`src/rtl/router_pkt_reg_if.sv`:
```
// -----------------------------------------------------------------------------
// router_pkt_reg_if
// Bundles the byte-level signals of the router packet register: the source
// byte stream, the output-FIFO full flag, the router FSM strobes, and every
// status/data output of the block.
//   master : the side that drives packet data and FSM strobes (FSM / bench)
//   slave  : the packet register itself
// Parameters must match those of the connected router_pkt_reg instance.
// -----------------------------------------------------------------------------
interface router_pkt_reg_if #(
  parameter int DW         = 8,
  parameter int HOLD_DEPTH = 2
);
  localparam int HC_W = $clog2(HOLD_DEPTH + 1);

  // source / FSM side
  logic            packet_valid;
  logic [DW-1:0]   data_in;
  logic            fifo_full;
  logic            detect_add;
  logic            lfd_state;
  logic            ld_state;
  logic            laf_state;
  logic            full_state;
  logic            rst_int_reg;

  // packet register outputs
  logic [DW-1:0]   dout;
  logic            dout_vld;
  logic            parity_done;
  logic            low_packet_valid;
  logic            err;
  logic            len_err;
  logic            hold_ovf;
  logic [HC_W-1:0] hold_count;

  modport master (
    output packet_valid, data_in, fifo_full,
    output detect_add, lfd_state, ld_state, laf_state, full_state, rst_int_reg,
    input  dout, dout_vld, parity_done, low_packet_valid,
    input  err, len_err, hold_ovf, hold_count
  );

  modport slave (
    input  packet_valid, data_in, fifo_full,
    input  detect_add, lfd_state, ld_state, laf_state, full_state, rst_int_reg,
    output dout, dout_vld, parity_done, low_packet_valid,
    output err, len_err, hold_ovf, hold_count
  );
endinterface

```
`src/rtl/router_pkt_reg.sv`:
```
// -----------------------------------------------------------------------------
// router_pkt_reg
// Packet register and parity/length checker between the router FSM and the
// per-port output FIFOs. Captures the header, forwards header, payload and
// parity bytes to dout, parks bytes that arrive while the FIFO is full in a
// small hold buffer, and checks running parity and payload length.
//
// Ports:
//   clk     : clock, all state updates on the rising edge
//   resetn  : asynchronous active-low reset
//   bus     : router_pkt_reg_if.slave
//             in : packet_valid, data_in, fifo_full, detect_add, lfd_state,
//                  ld_state, laf_state, full_state, rst_int_reg
//             out: dout, dout_vld, parity_done, low_packet_valid, err,
//                  len_err, hold_ovf, hold_count
// -----------------------------------------------------------------------------
module router_pkt_reg #(
  parameter int DW         = 8,
  parameter int ADDR_W     = 2,
  parameter int HOLD_DEPTH = 2,
  parameter int ODD_PARITY = 0
) (
  input  logic           clk,
  input  logic           resetn,
  router_pkt_reg_if.slave bus
);
  localparam int LEN_W = DW - ADDR_W;
  localparam int HC_W  = $clog2(HOLD_DEPTH + 1);

  localparam logic [LEN_W-1:0] LEN_MAX   = {LEN_W{1'b1}};
  localparam logic [HC_W-1:0]  HOLD_FULL = HC_W'(HOLD_DEPTH);
  // Odd parity compares against the inverted XOR.
  localparam logic [DW-1:0]    PAR_MASK  = (ODD_PARITY != 0) ? {DW{1'b1}} : {DW{1'b0}};

  logic [DW-1:0]    hdr_q, hdr_d;
  logic [DW-1:0]    parity_q, parity_d;
  logic [LEN_W-1:0] cnt_q, cnt_d;
  logic [DW-1:0]    pkt_par_q, pkt_par_d;
  logic [DW-1:0]    dout_q, dout_d;
  logic             dout_vld_q, dout_vld_d;
  logic             parity_done_q, parity_done_d;
  logic             lpv_q, lpv_d;
  logic             err_q, err_d;
  logic             len_err_q, len_err_d;
  logic             hold_ovf_q, hold_ovf_d;
  logic [DW-1:0]    hold_mem_q [HOLD_DEPTH];
  logic [DW-1:0]    hold_mem_d [HOLD_DEPTH];
  logic [HC_W-1:0]  hold_cnt_q, hold_cnt_d;

  logic fwd;      // current ld_state byte must go to dout or the hold buffer
  logic lpv_set;  // parity byte seen this cycle

  always_comb begin
    hdr_d         = hdr_q;
    parity_d      = parity_q;
    cnt_d         = cnt_q;
    pkt_par_d     = pkt_par_q;
    dout_d        = dout_q;
    dout_vld_d    = 1'b0;
    parity_done_d = parity_done_q;
    lpv_d         = lpv_q;
    err_d         = err_q;
    len_err_d     = len_err_q;
    hold_ovf_d    = hold_ovf_q;
    hold_cnt_d    = hold_cnt_q;
    fwd           = 1'b0;
    lpv_set       = 1'b0;
    for (int i = 0; i < HOLD_DEPTH; i++) begin
      hold_mem_d[i] = hold_mem_q[i];
    end

    // Check completes once the parity byte is in and nothing is still parked.
    // Evaluated before the strobe chain so a new header clears it.
    if (lpv_q && (hold_cnt_q == '0) && !parity_done_q) begin
      parity_done_d = 1'b1;
      err_d         = ((parity_q ^ PAR_MASK) != pkt_par_q);
      len_err_d     = (cnt_q != hdr_q[DW-1:ADDR_W]);
    end

    // Strobes are mutually exclusive by priority; a push and a pop therefore
    // never happen in the same cycle.
    if (bus.detect_add) begin
      if (bus.packet_valid) begin
        hdr_d         = bus.data_in;
        parity_d      = '0;
        cnt_d         = '0;
        parity_done_d = 1'b0;
        err_d         = 1'b0;
        len_err_d     = 1'b0;
        hold_ovf_d    = 1'b0;
        lpv_d         = 1'b0;
      end
    end else if (bus.lfd_state) begin
      dout_d     = hdr_q;
      dout_vld_d = 1'b1;
      parity_d   = parity_q ^ hdr_q;
    end else if (bus.ld_state) begin
      if (bus.packet_valid && !bus.full_state) begin
        parity_d = parity_q ^ bus.data_in;
        if (cnt_q != LEN_MAX) begin
          cnt_d = cnt_q + LEN_W'(1);
        end
        fwd = 1'b1;
      end else if (!bus.packet_valid) begin
        // Parity byte: forwarded but neither XORed nor counted.
        pkt_par_d = bus.data_in;
        lpv_d     = 1'b1;
        lpv_set   = 1'b1;
        fwd       = 1'b1;
      end

      if (fwd) begin
        if (!bus.fifo_full && (hold_cnt_q == '0)) begin
          dout_d     = bus.data_in;
          dout_vld_d = 1'b1;
        end else if (hold_cnt_q != HOLD_FULL) begin
          for (int i = 0; i < HOLD_DEPTH; i++) begin
            if (i == int'(hold_cnt_q)) begin
              hold_mem_d[i] = bus.data_in;
            end
          end
          hold_cnt_d = hold_cnt_q + HC_W'(1);
        end else begin
          hold_ovf_d = 1'b1;
        end
      end
    end else if (bus.laf_state) begin
      if (!bus.fifo_full && (hold_cnt_q != '0)) begin
        dout_d     = hold_mem_q[0];
        dout_vld_d = 1'b1;
        // Head is always entry 0; shift the rest down to keep arrival order.
        for (int i = 0; i < HOLD_DEPTH - 1; i++) begin
          hold_mem_d[i] = hold_mem_q[i+1];
        end
        hold_cnt_d = hold_cnt_q - HC_W'(1);
      end
    end

    // Internal reset flushes the hold buffer; a parity byte arriving in the
    // same cycle keeps low_packet_valid set.
    if (bus.rst_int_reg) begin
      hold_cnt_d = '0;
      if (!lpv_set) begin
        lpv_d = 1'b0;
      end
    end
  end

  always_ff @(posedge clk or negedge resetn) begin
    if (!resetn) begin
      hdr_q         <= '0;
      parity_q      <= '0;
      cnt_q         <= '0;
      pkt_par_q     <= '0;
      dout_q        <= '0;
      dout_vld_q    <= 1'b0;
      parity_done_q <= 1'b0;
      lpv_q         <= 1'b0;
      err_q         <= 1'b0;
      len_err_q     <= 1'b0;
      hold_ovf_q    <= 1'b0;
      hold_cnt_q    <= '0;
      for (int i = 0; i < HOLD_DEPTH; i++) begin
        hold_mem_q[i] <= '0;
      end
    end else begin
      hdr_q         <= hdr_d;
      parity_q      <= parity_d;
      cnt_q         <= cnt_d;
      pkt_par_q     <= pkt_par_d;
      dout_q        <= dout_d;
      dout_vld_q    <= dout_vld_d;
      parity_done_q <= parity_done_d;
      lpv_q         <= lpv_d;
      err_q         <= err_d;
      len_err_q     <= len_err_d;
      hold_ovf_q    <= hold_ovf_d;
      hold_cnt_q    <= hold_cnt_d;
      for (int i = 0; i < HOLD_DEPTH; i++) begin
        hold_mem_q[i] <= hold_mem_d[i];
      end
    end
  end

  assign bus.dout             = dout_q;
  assign bus.dout_vld         = dout_vld_q;
  assign bus.parity_done      = parity_done_q;
  assign bus.low_packet_valid = lpv_q;
  assign bus.err              = err_q;
  assign bus.len_err          = len_err_q;
  assign bus.hold_ovf         = hold_ovf_q;
  assign bus.hold_count       = hold_cnt_q;
endmodule

```
`src/flat_wrapper.sv`:
```
// flat-port wrapper written by rule: the top's interface ports become plain ports
module router_pkt_reg_flat 
#(
  parameter int DW         = 8,
  parameter int ADDR_W     = 2,
  parameter int HOLD_DEPTH = 2,
  parameter int ODD_PARITY = 0
)
  (clk, resetn, bus_packet_valid, bus_data_in, bus_fifo_full, bus_detect_add, bus_lfd_state, bus_ld_state, bus_laf_state, bus_full_state, bus_rst_int_reg, bus_dout, bus_dout_vld, bus_parity_done, bus_low_packet_valid, bus_err, bus_len_err, bus_hold_ovf, bus_hold_count);
  router_pkt_reg_if #(.DW(DW), .HOLD_DEPTH(HOLD_DEPTH)) bus_i ();
  input  logic clk;
  input  logic resetn;
  input wire logic [$bits(bus_i.packet_valid)-1:0] bus_packet_valid;
  input wire logic [$bits(bus_i.data_in)-1:0] bus_data_in;
  input wire logic [$bits(bus_i.fifo_full)-1:0] bus_fifo_full;
  input wire logic [$bits(bus_i.detect_add)-1:0] bus_detect_add;
  input wire logic [$bits(bus_i.lfd_state)-1:0] bus_lfd_state;
  input wire logic [$bits(bus_i.ld_state)-1:0] bus_ld_state;
  input wire logic [$bits(bus_i.laf_state)-1:0] bus_laf_state;
  input wire logic [$bits(bus_i.full_state)-1:0] bus_full_state;
  input wire logic [$bits(bus_i.rst_int_reg)-1:0] bus_rst_int_reg;
  output wire logic [$bits(bus_i.dout)-1:0] bus_dout;
  output wire logic [$bits(bus_i.dout_vld)-1:0] bus_dout_vld;
  output wire logic [$bits(bus_i.parity_done)-1:0] bus_parity_done;
  output wire logic [$bits(bus_i.low_packet_valid)-1:0] bus_low_packet_valid;
  output wire logic [$bits(bus_i.err)-1:0] bus_err;
  output wire logic [$bits(bus_i.len_err)-1:0] bus_len_err;
  output wire logic [$bits(bus_i.hold_ovf)-1:0] bus_hold_ovf;
  output wire logic [$bits(bus_i.hold_count)-1:0] bus_hold_count;
  assign bus_i.packet_valid = bus_packet_valid;
  assign bus_i.data_in = bus_data_in;
  assign bus_i.fifo_full = bus_fifo_full;
  assign bus_i.detect_add = bus_detect_add;
  assign bus_i.lfd_state = bus_lfd_state;
  assign bus_i.ld_state = bus_ld_state;
  assign bus_i.laf_state = bus_laf_state;
  assign bus_i.full_state = bus_full_state;
  assign bus_i.rst_int_reg = bus_rst_int_reg;
  assign bus_dout = bus_i.dout;
  assign bus_dout_vld = bus_i.dout_vld;
  assign bus_parity_done = bus_i.parity_done;
  assign bus_low_packet_valid = bus_i.low_packet_valid;
  assign bus_err = bus_i.err;
  assign bus_len_err = bus_i.len_err;
  assign bus_hold_ovf = bus_i.hold_ovf;
  assign bus_hold_count = bus_i.hold_count;
  router_pkt_reg #(.DW(DW), .ADDR_W(ADDR_W), .HOLD_DEPTH(HOLD_DEPTH), .ODD_PARITY(ODD_PARITY)) u_core (.clk(clk), .resetn(resetn), .bus(bus_i));
endmodule
```
`config.mk`:
```
export PLATFORM = sky130hd
export DESIGN_NAME = router_pkt_reg_flat
export DESIGN_NICKNAME = d
export VERILOG_FILES = /design/src/rtl/router_pkt_reg_if.sv /design/src/rtl/router_pkt_reg.sv /design/src/flat_wrapper.sv
export SDC_FILE = /design/constraint.sdc
export NUM_CORES = 1
export LEC_CHECK = 0
export BUFFER_PORTS_ARGS = -buffer_cell sky130_fd_sc_hd__buf_2
export CORE_ASPECT_RATIO = 1.25
export CORE_MARGIN = 4
export CORE_UTILIZATION = 53
export DETAILED_ROUTE_END_ITERATION = 8
export PLACE_DENSITY = 0.76
export SLEW_MARGIN = 10
export SYNTH_ARGS = -nofsm -noshare
export SYNTH_HDL_FRONTEND = slang
export SYNTH_SLANG_ARGS = --single-unit
```
`constraint.sdc`:
```
create_clock -name clk -period 2 [get_ports clk]
set_input_delay 0.2 -clock clk [delete_from_list [all_inputs] [get_ports clk]]
set_output_delay 0.2 -clock clk [all_outputs]
set_load 0.005 [all_outputs]
```
Word-level counts from Yosys, hierarchy flattened. Index checks and enable logic that the tools add are counted.

Input bits: 18. ROM bits: 0. Bits in registers: 62. Memories kept: 0. RAM bits: 0. Output and inout bits: 16. Bits in latches: 0.

Equality and inequality tests: 20. Divide/modulo/power cells: 0. Add/subtract/negate cells: 3. Reductions and logical operators: 32. Mux-type cells: 74. Multipliers: 0. Order comparisons: 0. Shifts and indexed selects: 0. Bitwise logic cells: 7.

Operators with widths (number): 2-to-1 mux 8 bit (16); 2-to-1 mux 16 bit (3); 2-to-1 mux 1 bit (40); 2-to-1 mux 6 bit (6); 2-to-1 mux 2 bit (9); nonzero test 3 bit (6); bitwise XOR 8 bit (2); AND reduction 5 bit (3); AND reduction 7 bit (2); nonzero test 2 bit (7); != test 2 bit (second input constant) (6); != test 2 x 1 -> 1 bit (second input constant) (5); != test 8 bit (1); AND reduction 8 bit (1); adder 6 x 1 -> 6 bit (second input constant) (1); != test 3 x 1 -> 1 bit (second input constant) (2); != test 3 x 2 -> 1 bit (second input constant) (2); != test 6 bit (1); != test 6 bit (second input constant) (1); AND reduction 6 bit (1); logical AND 1 bit (5); inverter 1 bit (5); zero test 2 bit (2); zero test 1 bit (3); other kinds (6) (6).

Longest topological paths before layout. Gate-level depths: netlist (run 1).

Word-level depth: 11. Depth in mapped cells: 6. Depth with buffers taken out: 5.

Worst setup path after synthesis (run 1). Ideal clock, no wire load.

Kind: register to register. Start point: register u_core.hold_cnt_q[0], in the netlist u_core.bus.hold_count[0]. End point: register u_core.dout_q[0], in the netlist u_core.bus.dout[0]. Arrival: 1809 ps. Library setup time: 125 ps. Path buffers: 2. Clock period less this slack: 1934 ps. Required time: 1875 ps. Stages on the path, launching flop included: 7. Path slack: 66 ps. Path through: dfrtp_1 buf_4 nor2_2 or4b_1 buf_2 a31oi_4 mux2_2.

Cells in the longest elaborated chain, start to end: 4. Elaborated cells between the ends (all ways): 7. Classes of those cells: eq/ne: 1; reduce/logical: 6.

Ends and longest elaborated chain: from (decl) (line router_pkt_reg.sv:48) `logic [HC_W-1:0] hold_cnt_q, hold_cnt_d;`; from (signal assigned) (line router_pkt_reg.sv:178) `hold_cnt_q <= hold_cnt_d;`; zero test 2 bit or nonzero test 2 bit (tied branches) (line router_pkt_reg.sv:113, router_pkt_reg.sv:128); logical AND 1 bit (on tied branches) (line router_pkt_reg.sv:113, router_pkt_reg.sv:128); != test 3 x 2 -> 1 bit (no source line) or nonzero test 3 bit (tied branches); AND reduction 5 bit (no source line) *; to (signal assigned) (line router_pkt_reg.sv:171) `dout_q <= dout_d;`; to (decl) (line router_pkt_reg.sv:39) `logic [DW-1:0] dout_q, dout_d;`.

Mark *: on every way between the ends. The rest lies on a longest branch, timed or not. A chain may end at the register's enable or synchronous reset.

Worst setup path in the final report (run 1).
Start point: register u_core.hold_cnt_q[0], in the netlist u_core.bus.hold_count[0]. End point: register u_core.dout_q[2], in the netlist u_core.bus.dout[2].

Same word-level chain as after synthesis.

==> reports/summary.txt, run 1 <==
Outcome - finished clean
Element type at the critical path start - flip-flop
Port Buffers - 33
CTS clk-pin slew, worst paths - 70 ps
# H-tree levels - 3
Min-Delay Path Depth - 2
Synth Register Bits - 62
Final period util - 96.07%
Worst setup path startpoint - u_core.bus.hold_count[0]
DRC Markers - 0
Max-Cap Viols - 0
Syn Inst Count - 262
Critical path arrival - 2150 ps
Clk_lat worst skew - 350 ps
DRT antenna net count - 0
Total grt overflow - 0
Critical Path RT - 2230 ps
Hold WC Path Type - in -> reg
Critical R2R Launch - u_core.bus.hold_count[0]
Fmax - 0.5204 GHz
# rows - 30
Largest net degree at the start of global routing - 63
Post-Route WL - 6.797 mm
Hold WS - 151.5 ps
Core box area - 5555 um^2
Worst R2R Setup Slack - 80 ps
Die X - 76.59 um
Number of global-route vias before repair - 2,270
Vias - 2,227
Initial Util - 56.10%
Die area - 7179 um^2
RD Place Congestion - 0.8556
Antenna violations before repair - 0
Slew Viols, Final - 0
Worst-Margin Slew - 496.6 ps
CTS Root Cell - clkbuf_8
Synthesized area - 3117 um^2
Peak supply drop - 0.6412 mV
Diode count - 0
FFs w/ async S/R, synth - 100.0%
Syn Nets - 281
Vias per std cell - 5.876
Critical path capture point type - flip-flop
Met2 Use GR - 34.68%
Setup violations, final - 0
Ys flop type - dfrtp_1
Post-synth EDFFs - 0
DP Wirelength - 4.758 mm
Syn-to-layout area delta - 16.34%
Minimum clock period after layout - 1921 ps
Worst relative slew slack - 66.04%
Pwr dens - 948.1 nW/um^2
Reg-to-reg endpoint - u_core.bus.dout[2]
IO Count - 34
Fin util - 65.27%
GR peak layer - met2
Maximum fanout along the worst path - 9
Post-route cell area - 3626 um^2
FF-to-FF path depth - 4
Setup tns final - 0 ps
Clock sink total - 62
Pleak - 1.694 nW
Met1 GRT Util - 25.30%
Setup bufs post-CTS - 0
RSZ-0062 raised after global routing - no
CTS buffer count - 9
Hold Vio Cnt, Final - 0
Seq/Total Area, Yosys - 49.78%
Synth Warn # - 0
Share of layout cells above drive strength 1 - 34.29%
Most frequent cells in the layout - dfrtp_1 (62), mux2_2 (33), buf_2 (33)
Final Power - 3.438 mW
Crit path kind - reg -> reg
GRT met3 Usage - 5.758%
Nets@finish - 329
CTS tree - done
Leading cell type in the layout, fill and taps excluded - dfrtp_1
Die outline height - 93.74 um
DP Area - 3415 um^2
Layout Skew - 8.935 ps
Crit path to - u_core.bus.dout[2]
Drt initial violations - 127
Max Buffers Root-to-Sink - 2
GR Util All Layers - 20.65%
First-pass GRT wire length - 11.40 mm
1st-pass router iterations - 4
Average size of a mapped cell - 11.90 um^2
Routed WL per cell - 17.93 um
Distinct cell type count after synthesis - 47
==> critical path, stage by stage, from the launching register on <==
cell	delay, ps
dfrtp_1	360
nor2_2	50
or4b_1	620
a31oi_4	380
mux2_2	380
==> worst min-delay path by stage <==
stage	from	endpoint	slack [ps]
6_report	bus_packet_valid	u_core.bus.parity_done	150
5_1_grt	bus_packet_valid	u_core.bus.parity_done	170
4_1_cts	bus_packet_valid	u_core.bus.parity_done	150
3_5_place_dp	resetn	u_core.bus.hold_count[0]	230
3_3_place_gp	resetn	u_core.hold_mem_q[6]	240
2_1_floorplan	resetn	u_core.bus.dout[0]	-100
==> sequential cells by signal (all words and copies together) (netlist names) <==
name and cells:
u_core.bus.len_err 1, u_core.bus.hold_ovf 1, u_core.bus.dout_vld 1, u_core.hdr_q 8, u_core.bus.err 1, u_core.bus.low_packet_valid 1
u_core.cnt_q 6, u_core.pkt_par_q 8, u_core.bus.hold_count 2, u_core.parity_q 8, u_core.hold_mem_q 16, u_core.bus.dout 8
u_core.bus.parity_done 1
==> per-stage QoR <==
step           instances  worst slack, ps
5_1_grt              379            10.19
3_5_place_dp         362            51.18
4_1_cts              379            31.26
3_3_place_gp         362            92.12
2_1_floorplan        262            66.49
6_report             379            78.57
==> power breakdown <==
part / switching [mW] / internal, mW
Sequential: 0.173 / 1.49
Combinational: 0.277 / 0.382
Clock: 0.475 / 0.637
Total: 0.924 / 2.51
==> logic make-up after synthesis <==
logic type / after synthesis / synth area share [%]
adder cells (fa/ha/maj): 1 / 0.4014
XOR/XNOR: 18 / 5.058
flip-flops: 62 / 49.78
AND/OR/NAND/NOR: 58 / 9.475
buffers and inverters: 18 / 3.332
AO/OA/AOI/OAI: 47 / 10.68
multiplexers: 58 / 21.28
==> cell type report <==
| class | count | area (um^2) |
|---|---|---|
| tap | 64 | 80.08 |
| fill | 450 | 1929 |
| multi-input combinational | 182 | 1463 |
| clock buffer | 12 | 155.1 |
| inverter | 7 | 26.28 |
| sequential | 62 | 1551 |
| timing repair buffer | 48 | 305.3 |
| clock inverter | 4 | 45.04 |
==> cells in the mapped netlist (all sizes together), types with 2 or more instances <==
master	count	area, um^2
clkinv	2	7.510
xor2	7	61.31
a22o	9	78.83
a21oi	12	71.32
buf	8	66.31
nand3b	2	15.01
o22ai	2	12.51
a2111oi	2	17.52
xnor2	11	96.34
inv	5	18.77
nor2	6	25.03
clkbuf	3	11.26
nand4	2	12.51
nand2	26	97.59
mux2i	16	160.2
nor4b	2	17.52
nand3	6	30.03
o21ai	13	65.06
nor2b	4	25.02
nor4	2	12.51
dfrtp	62	1551
mux2	42	503.0
==> layer usage <==
metal / part of all wire (%) / vias to the layer above
li1: - / 1040
met1: 43 / 1114
met2: 50 / 54
met3: 4.5 / 19
met4: 2.5 / 0
met5: 0 / -
==> repair_timing <==
action | in CTS | in global routing
resized for setup | 0 | 1
endpoints found under the setup margin | 0 | 9
endpoints found under the hold margin | 62 | 0
hold buffers | 1 | 0
(Power assumes the default switching activity.)
==> run 2, diff against run 1 <==
CORE_MARGIN = default   (was 4)
CORE_UTILIZATION = 58   (was 53)
PLACE_DENSITY = 0.79   (was 0.76)
clock period = 1.8 ns   (was 2 ns; I/O delays follow)
==> reports/summary.txt, run 2 (synthesis results as in run 1) <==
Drt initial violations - 155
Min-Delay Path Depth - 2
Routed WL per cell - 19.02 um
Max Buffers Root-to-Sink - 2
Largest register FFs - 16
Total grt overflow - 0
Worst relative slew slack - 71.13%
Diode count - 0
DP Area - 3503 um^2
Maximum fanout along the worst path - 9
Worst-Margin Slew - 432.0 ps
Die area - 5673 um^2
CTS tree - done
Share of layout cells above drive strength 1 - 39.70%
Fin util - 75.15%
Setup violations, final - 0
RD Place Congestion - 0.8220
Final worst slack - 10.78 ps
# rows - 29
Port Buffers - 33
Die X - 67.57 um
Crit path kind - reg -> reg
Critical path capture point type - flip-flop
Vias per std cell - 5.890
Syn-to-layout area delta - 23.36%
IO Count - 34
First-pass GRT wire length - 11.72 mm
1st-pass router iterations - 4
GR Util All Layers - 28.98%
DP Wirelength - 4.726 mm
Minimum clock period after layout - 1789 ps
Clock sink total - 62
Max-Cap Viols - 0
DRC Markers - 0
Initial Util - 60.92%
Critical Path RT - 2020 ps
Nets@finish - 344
# H-tree levels - 3
Most frequent cells in the layout - dfrtp_1 (62), buf_2 (33), nand2_1 (26)
Clk_lat worst skew - 340 ps
Post-Route WL - 7.456 mm
CTS Root Cell - clkbuf_8
Setup tns final - 0 ps
CTS clk-pin slew, worst paths - 70 ps
RSZ-0062 raised after global routing - yes
Pleak - 1.809 nW
Slew Viols, Final - 0
Leading cell type in the layout, fill and taps excluded - dfrtp_1
Hold WS - 172.9 ps
Fmax - 0.5589 GHz
Outcome - finished clean
Antenna violations before repair - 0
Element type at the critical path start - flip-flop
DRT antenna net count - 0
Layout Skew - 6.309 ps
Post-route cell area - 3845 um^2
Critical path arrival - 2010 ps
Number of global-route vias before repair - 2,483
Final period util - 99.40%
Setup WS pre-CTS - -121.1 ps
FF-to-FF path depth - 5
Largest net degree at the start of global routing - 63
Vias - 2,309
Pwr dens - 1009 nW/um^2
Die outline height - 83.96 um
Hold Vio Cnt, Final - 0
Hold WC Path Type - in -> reg
Core box area - 5116 um^2
Top reg by flops - u_core.hold_mem_q
CTS buffer count - 9
Peak supply drop - 0.7631 mV
[run 2: report_power, final]
| group | internal (mW) | switching (mW) | leakage (nW) |
|---|---|---|---|
| Sequential | 1.66 | 0.197 | 0.787 |
| Combinational | 0.497 | 0.354 | 0.926 |
| Clock | 0.631 | 0.542 | 0.0968 |
| Total | 2.79 | 1.09 | 1.81 |
[run 2: worst paths after layout]
check	start	to	slack, ps
min in group asynchronous	resetn	u_core.bus.hold_count[0]	380
min	bus_data_in[1]	u_core.hdr_q[1]	170
max reg2reg	u_core.bus.hold_count[0]	u_core.bus.dout[2]	10
max in group asynchronous	resetn	u_core.bus.dout[1]	1140
max	u_core.bus.hold_count[0]	u_core.bus.dout[2]	10
min reg2reg	u_core.parity_q[0]	u_core.parity_q[0]	500
[run 2: final cells by class]
| class | instances | area [um^2] |
|---|---|---|
| Clock inverter | 5 | 50.05 |
| Inverter | 7 | 26.28 |
| Fill cell | 356 | 1271 |
| Timing Repair Buffer | 63 | 450.4 |
| Sequential cell | 62 | 1551 |
| Clock buffer | 11 | 131.4 |
| Tap cell | 62 | 77.57 |
| Multi-Input combinational cell | 182 | 1558 |
[run 2: what timing repair did]
item / 4_1_cts / 5_1_grt
buffers inserted: 5 / 1
gates cloned: 0 / 0
endpoints found under the setup margin: 25 / 26
resized for setup: 9 / 16
hold endpoints to repair: 62 / 0
pin swaps: 3 / 1
hold buffers: 1 / 0
[run 2: through the flow]
step	instances	total power, mW
floorplan	262	2.354
global route	392	4.050
finish	392	3.880
CTS	392	3.845
detailed placement	370	2.641
global placement	370	2.595
[run 2: layer usage]
metal	track usage, %	part of all wire, %	vias to the layer above
li1	-	-	1063
met1	34.34	41	1162
met2	47.52	52	64
met3	5.601	3.6	20
met4	16.25	3.7	0
met5	0	0	-
[run 2: critical path, stage by stage, from the launching register on]
cell     delay (ps)
dfrtp_1         410
nor2_4           60
or4b_4          550
a31oi_4         180
buf_12          150
mux2_2          320
